===== src/rtl/tl_ctrl.sv =====
// Traffic-light controller for a two-way junction.
//
// Runs the normal cycle ALLRED_A -> NS_GREEN -> NS_YELLOW -> ALLRED_B -> EW_GREEN -> EW_YELLOW,
// with each phase lasting its *_TICKS parameter in clk cycles. A flash mode request
// ({y,z} = 01 yellow, 10 red) is honoured only at the end of an all-red clearance. While
// flashing, both directions blink the requested colour: lit for FLASH_TICKS cycles, then dark
// for FLASH_TICKS cycles.
//
// Optional feature (macro TL_PED_EN): a ped_req pulse latches a sticky request. At the end
// of ALLRED_B, a latched request inserts a pedestrian phase. That phase holds all reds with
// walk=1 for GREEN_TICKS cycles, then continues to EW_GREEN.
//
// Ports:
//   clk            sole clock, rising edge
//   rst            asynchronous active-low reset
//   y, z           mode code, registered before use (one cycle latency)
//   ns_r/ns_y/ns_g north-south lamps, registered
//   ew_r/ew_y/ew_g east-west lamps, registered
//   ped_req        (TL_PED_EN only) pedestrian request pulse
//   walk           (TL_PED_EN only) walk lamp, registered
module tl_ctrl #(
  parameter int unsigned GREEN_TICKS  = 8,
  parameter int unsigned YELLOW_TICKS = 3,
  parameter int unsigned ALLRED_TICKS = 2,
  parameter int unsigned FLASH_TICKS  = 4
) (
  input  logic clk,
  input  logic rst,
  input  logic y,
  input  logic z,
`ifdef TL_PED_EN
  input  logic ped_req,
  output logic walk,
`endif
  output logic ns_r,
  output logic ns_y,
  output logic ns_g,
  output logic ew_r,
  output logic ew_y,
  output logic ew_g
);

  localparam logic [15:0] GreenLoad  = 16'(GREEN_TICKS - 1);
  localparam logic [15:0] YellowLoad = 16'(YELLOW_TICKS - 1);
  localparam logic [15:0] AllRedLoad = 16'(ALLRED_TICKS - 1);
  localparam logic [15:0] FlashLoad  = 16'(FLASH_TICKS - 1);

  // Lamp vector order: {ns_r, ns_y, ns_g, ew_r, ew_y, ew_g}
  localparam logic [5:0] LampAllRed   = 6'b100_100;
  localparam logic [5:0] LampNsGreen  = 6'b001_100;
  localparam logic [5:0] LampNsYellow = 6'b010_100;
  localparam logic [5:0] LampEwGreen  = 6'b100_001;
  localparam logic [5:0] LampEwYellow = 6'b100_010;
  localparam logic [5:0] LampFlashYel = 6'b010_010;

  typedef enum logic [2:0] {
    StAllRedA,
    StNsGreen,
    StNsYellow,
    StAllRedB,
    StEwGreen,
    StEwYellow,
    StFlash
`ifdef TL_PED_EN
    , StPed
`endif
  } state_e;

  state_e      state_q, state_d;
  logic [15:0] cnt_q, cnt_d;
  logic [1:0]  mode_q;
  logic        lit_q, lit_d;
  logic [5:0]  lamps_q, lamps_d;
  logic        flash_req;
  logic        cnt_zero;
`ifdef TL_PED_EN
  logic        ped_flag_q, ped_flag_d;
  logic        walk_q, walk_d;
`endif

  // 11 is deliberately not a flash code; it behaves like normal mode.
  assign flash_req = (mode_q == 2'b01) || (mode_q == 2'b10);
  assign cnt_zero  = (cnt_q == 16'd0);

  always_comb begin
    state_d = state_q;
    cnt_d   = cnt_q - 16'd1;
    lit_d   = lit_q;
`ifdef TL_PED_EN
    ped_flag_d = ped_flag_q | ped_req;
`endif
    case (state_q)
      StAllRedA: begin
        if (cnt_zero) begin
          if (flash_req) begin
            state_d = StFlash;
            cnt_d   = FlashLoad;
            lit_d   = 1'b1;
          end else begin
            state_d = StNsGreen;
            cnt_d   = GreenLoad;
          end
        end
      end
      StNsGreen: begin
        if (cnt_zero) begin
          state_d = StNsYellow;
          cnt_d   = YellowLoad;
        end
      end
      StNsYellow: begin
        if (cnt_zero) begin
          state_d = StAllRedB;
          cnt_d   = AllRedLoad;
        end
      end
      StAllRedB: begin
        if (cnt_zero) begin
          // Flash wins over a pending pedestrian request, which stays latched.
          if (flash_req) begin
            state_d = StFlash;
            cnt_d   = FlashLoad;
            lit_d   = 1'b1;
`ifdef TL_PED_EN
          end else if (ped_flag_q) begin
            state_d    = StPed;
            cnt_d      = GreenLoad;
            ped_flag_d = ped_req;
`endif
          end else begin
            state_d = StEwGreen;
            cnt_d   = GreenLoad;
          end
        end
      end
      StEwGreen: begin
        if (cnt_zero) begin
          state_d = StEwYellow;
          cnt_d   = YellowLoad;
        end
      end
      StEwYellow: begin
        if (cnt_zero) begin
          state_d = StAllRedA;
          cnt_d   = AllRedLoad;
        end
      end
      StFlash: begin
        if (!flash_req) begin
          state_d = StAllRedA;
          cnt_d   = AllRedLoad;
        end else if (cnt_zero) begin
          // A colour change between 01 and 10 leaves the blink phase running.
          lit_d = ~lit_q;
          cnt_d = FlashLoad;
        end
      end
`ifdef TL_PED_EN
      StPed: begin
        if (cnt_zero) begin
          state_d = StEwGreen;
          cnt_d   = GreenLoad;
        end
      end
`endif
      default: begin
        state_d = StAllRedA;
        cnt_d   = AllRedLoad;
      end
    endcase

    // Lamps are decoded from the next state so the registered outputs track state_q.
    lamps_d = LampAllRed;
    case (state_d)
      StNsGreen:  lamps_d = LampNsGreen;
      StNsYellow: lamps_d = LampNsYellow;
      StEwGreen:  lamps_d = LampEwGreen;
      StEwYellow: lamps_d = LampEwYellow;
      StFlash: begin
        if (!lit_d) begin
          lamps_d = 6'b000_000;
        end else if (mode_q == 2'b01) begin
          lamps_d = LampFlashYel;
        end else begin
          lamps_d = LampAllRed;
        end
      end
      default: lamps_d = LampAllRed;
    endcase
`ifdef TL_PED_EN
    walk_d = (state_d == StPed);
`endif
  end

  always_ff @(posedge clk or negedge rst) begin
    if (!rst) begin
      state_q <= StAllRedA;
      cnt_q   <= AllRedLoad;
      mode_q  <= 2'b00;
      lit_q   <= 1'b1;
      lamps_q <= LampAllRed;
`ifdef TL_PED_EN
      ped_flag_q <= 1'b0;
      walk_q     <= 1'b0;
`endif
    end else begin
      state_q <= state_d;
      cnt_q   <= cnt_d;
      mode_q  <= {y, z};
      lit_q   <= lit_d;
      lamps_q <= lamps_d;
`ifdef TL_PED_EN
      ped_flag_q <= ped_flag_d;
      walk_q     <= walk_d;
`endif
    end
  end

  assign {ns_r, ns_y, ns_g, ew_r, ew_y, ew_g} = lamps_q;
`ifdef TL_PED_EN
  assign walk = walk_q;
`endif

endmodule


===== config.mk =====
export PLATFORM = sky130hd
export DESIGN_NAME = tl_ctrl
export DESIGN_NICKNAME = d
export VERILOG_FILES = /design/src/rtl/tl_ctrl.sv
export SDC_FILE = /design/constraint.sdc
export NUM_CORES = 1
export LEC_CHECK = 0
export ABC_AREA = 0
export BUFFER_PORTS_ARGS = -buffer_cell sky130_fd_sc_hd__buf_2
export CAP_MARGIN = 20
export CORE_MARGIN = 8
export CORE_UTILIZATION = 39
export DETAILED_ROUTE_END_ITERATION = 12
export GPL_TIMING_DRIVEN = 0
export SLEW_MARGIN = 20
export SYNTH_ARGS = -nofsm -noshare
export SYNTH_HDL_FRONTEND = slang
export SYNTH_SLANG_ARGS = --single-unit

===== constraint.sdc =====
create_clock -name clk -period 2.8 [get_ports clk]
set_clock_uncertainty 0.15 [all_clocks]
set_input_delay 0.42 -clock clk [delete_from_list [all_inputs] [get_ports clk]]
set_output_delay 0.42 -clock clk [all_outputs]
set_load 0.01 [all_outputs]

==> flow_summary_export.csv <==
group,metric,value,unit
power,total_power,1.533,mW
floorplanning,die_area,6505,um^2
timing,rsz0062_at_grt,"false",
drt,vias_per_cell,5.544,
drt,vias,1314,
outcome,outcome,"finished, violations left",
power,p_clk_share,21.3,%
clocking,numClockSinks,28,
timing,whs,-0.01294,ns
yosys,yosys.area.top_type,"dfrtp_1",
clocking,cts_max_path_buffers,2,
yosys,ys_seq_area_share,43.28,%
grt,globalRouteTotalUtil,11.80,%
clocking,htree_levels,1,
power,p_int,0.9679,mW
yosys,synthAdderAreaFrac,2.302,%
yosys,syn-num-nets,181,
grt,grt_pass1_wl,6085,um
grt,grt_max_degree,29,
clocking,ctsHoldBuffers,0,
drt,ant_nets,0,
power,p_leak,0.7807,nW
timing,setup_violations,0,
yosys,synth_compound_area_share,15.20,%
yosys,synthSimpleGateAreaFrac,26.94,%
worst_setup_path,cp-start-kind,"flip-flop",
power,swShare,36.84,%
worst_setup_path,cp_max_fo,5,
floorplanning,rows,23,
clocking,cts_root_buffer,"clkbuf_8",
drt,drcViolationCount,0,
worst_setup_path,required,2.86,ns
grt,antenna_found_initial,0,
final_layout,area_growth,10.97,%
floorplanning,start_util,40.76,%
power,pwr-share-comb,33.4,%
grt,grt_pass1_vias,1357,
yosys,ys_seq_elements,28,
drt,dr.max_layer_used,"met4",
yosys,synthXorXnorAreaFrac,7.521,%
place,port_buffers,9,
yosys,syn_avg_cell_area,9.370,um^2
power,power_frac_seq,45.4,%
floorplanning,dieWidth,80.66,um
drt,dr.pass1.iters,5,
outcome,failed_checks,"hold timing",
timing,maxSlewHeadroom,58.17,%
clocking,cts_tree,"built",
worst_setup_path,worstPathArrival,2.44,ns
final_layout,nets,195,
drt,wirelength_met1,1553,um
worst_hold_path,hp-class,"input port to asynchronous set/reset pin",
worst_setup_path,cp-end-kind,"flip-flop",
timing,final_max_slew_viol_count,0,
place,gp_congestion,0.8443,
timing,hold_viol,15,
yosys,synth_top_area_share,36.84,%
yosys,synth_area,1630,um^2
power,power_density,847.1,nW/um^2
run,maxCapViolCount,0,
yosys,synth_cells,174,
yosys,yosys_warnings,0,
yosys,synth_top_family_by_area,"simple AND/OR/NAND/NOR gates",
clocking,worstSkewPairLatency,0.29,ns
timing,finalCriticalPeriod,2.378,ns
place,hpwl,2424,um
yosys,synthTopCellsByArea,"dfrtp_1 37%, dfstp_2 6.4%, nor2_1 5.5%",
floorplanning,io_pins,10,
drt,wl,3443,um
clocking,cts_setup_buffers,0,
worst_setup_path,worst-r2r-cell-count,8,
yosys,yosys-mux-area-fraction,0,%
yosys,ys_types,52,
final_layout,diodes,0,
timing,fmax,420.6,MHz
power,vdd_ir_drop_max,0.4009,mV
drt,drtIter0Drc,95,
timing,finalSetupTns,0,ns
final_layout,drive_gt1_share,17.65,%
power,power_switching,0.5647,mW
drt,dr_wl_met2,1643,um
timing,tightestPinTransition,0.6275,ns
clocking,cts_resized,0,
floorplanning,core_area,4000,um^2
drt,dr_wl_met3,180,um
timing,period_share,84.91,%
clocking,numCtsBuffers,3,
worst_setup_path,crit_type,"flip-flop to flip-flop",
drt,wl_per_cell,14.53,um
floorplanning,die_y,80.66,um
clocking,clk_pin_slew,0.10,ns
grt,grt-ovfl-total,0,
==> per-layer routing <==
metal / vias to the layer above / GRT usage (%)
met2: 42 / 19.73
met1: 626 / 13.62
li1: 640 / -
met5: - / 0
met3: 6 / 3.460
met4: 0 / 5.179
==> synthesized netlist by cell type (all sizes together) <==
cell type   n
a211oi      2
a21boi      1
a21o        1
a21oi       6
a22oi       3
a2bb2oi     1
a31oi       1
and2        1
and2b       1
and4        1
and4b       1
buf         4
clkbuf      4
dfrtp      24
dfstp       4
ha          3
inv         9
nand2      14
nand2b      3
nand3       7
nand3b      6
nand4       2
nor2       25
nor2b       1
nor3        4
nor3b       1
nor4        5
nor4b       1
o211a       1
o211ai      1
o21ai      11
o22ai       1
o2bb2ai     2
o311ai      3
o31a        1
o31ai       1
or2         2
or3         1
xnor2       8
xor2        6
==> power groups by stage <==
| stage | clock (mW) | sequential, mW | combinational (mW) |
|---|---|---|---|
| 6_report | 0.326 | 0.695 | 0.512 |
| 5_1_grt | 0.353 | 0.715 | 0.578 |
| 4_1_cts | 0.335 | 0.694 | 0.513 |
| 3_5_place_dp | 0 | 0.702 | 0.509 |
| 3_3_place_gp | 0 | 0.694 | 0.495 |
| 2_1_floorplan | 0 | 0.682 | 0.394 |
==> final timing paths <==
kind / from / end / slack (ns)
setup / recovery: cnt_q[0] / lamps_q[2] / 0.42
hold / removal: rst / cnt_q[10] / -0.01
setup reg to reg: cnt_q[0] / lamps_q[2] / 0.42
hold reg to reg: lit_q / lit_q / 0.41
max in group asynchronous: rst / state_q[1] / 2.10
min in group clk: z / mode_q[0] / 0.09
==> cell families (layout without fill, tap and decap cells) <==
kind of cell               Yosys count  in the layout
AOI/OAI and AO/OA                   36             36
xor gates and xnor gates            14             14
adders and majority gates            3              3
buffers and inverters               17             30
DFF                                 28             28
and+or+nand+nor                     76             76
==> cell type report <==
cell class	instances	area (um^2)
tap	50	62.56
buffer	8	43.79
inverter	9	33.78
multi-input combinational	129	847.1
timing repair buffer	9	45.04
sequential	28	705.7
fill	389	2191
clock inverter	1	30.03
clock buffer	3	41.29
==> sequential cells by signal, summed over array words and instances (netlist names) <==
name / cells
lit_q: 1
mode_q: 2
lamps_q: 6
cnt_q: 16
state_q: 3
==> cells in the final DEF, fill, tap and decap left out, types with 2 or more instances in the layout <==
master	count
dfstp_2	4
o21ai_1	5
a21oi_1	5
nand3_1	7
ha_1	3
o21ai_0	6
clkbuf_1	4
o311ai_1	2
nand4_1	2
nand2_1	13
or2_1	2
nor4_1	3
xor2_1	6
nand2b_1	2
o2bb2ai_1	2
clkbuf_8	3
inv_1	9
buf_2	11
a211oi_1	2
nor3_1	3
xnor2_1	8
dfrtp_1	24
nand3b_1	5
nor2_1	24
a22oi_1	3
==> per-stage QoR <==
step / setup WS [ns] / std cells / utilization [%] / instance area [um^2]
detailed placement: 0.4400 / 233 / 43.45 / 1738
CTS: 0.4094 / 237 / 45.23 / 1809
global placement: 0.5114 / 233 / 43.45 / 1738
global route: 0.1824 / 237 / 45.23 / 1809
finish: 0.4224 / 237 / 45.23 / 1809
floorplan: 0.6998 / 174 / - / 1630
==> worst max-delay path: stages, from the launching register on <==
cell	delay, ns
dfstp_2	0.58
inv_1	0.07
ha_1	0.21
nor2b_1	0.13
and4b_2	0.27
and2_1	0.19
o311ai_1	0.46
inv_1	0.09
o21ai_1	0.16
Note: power is estimated with default switching activity, not from simulation.
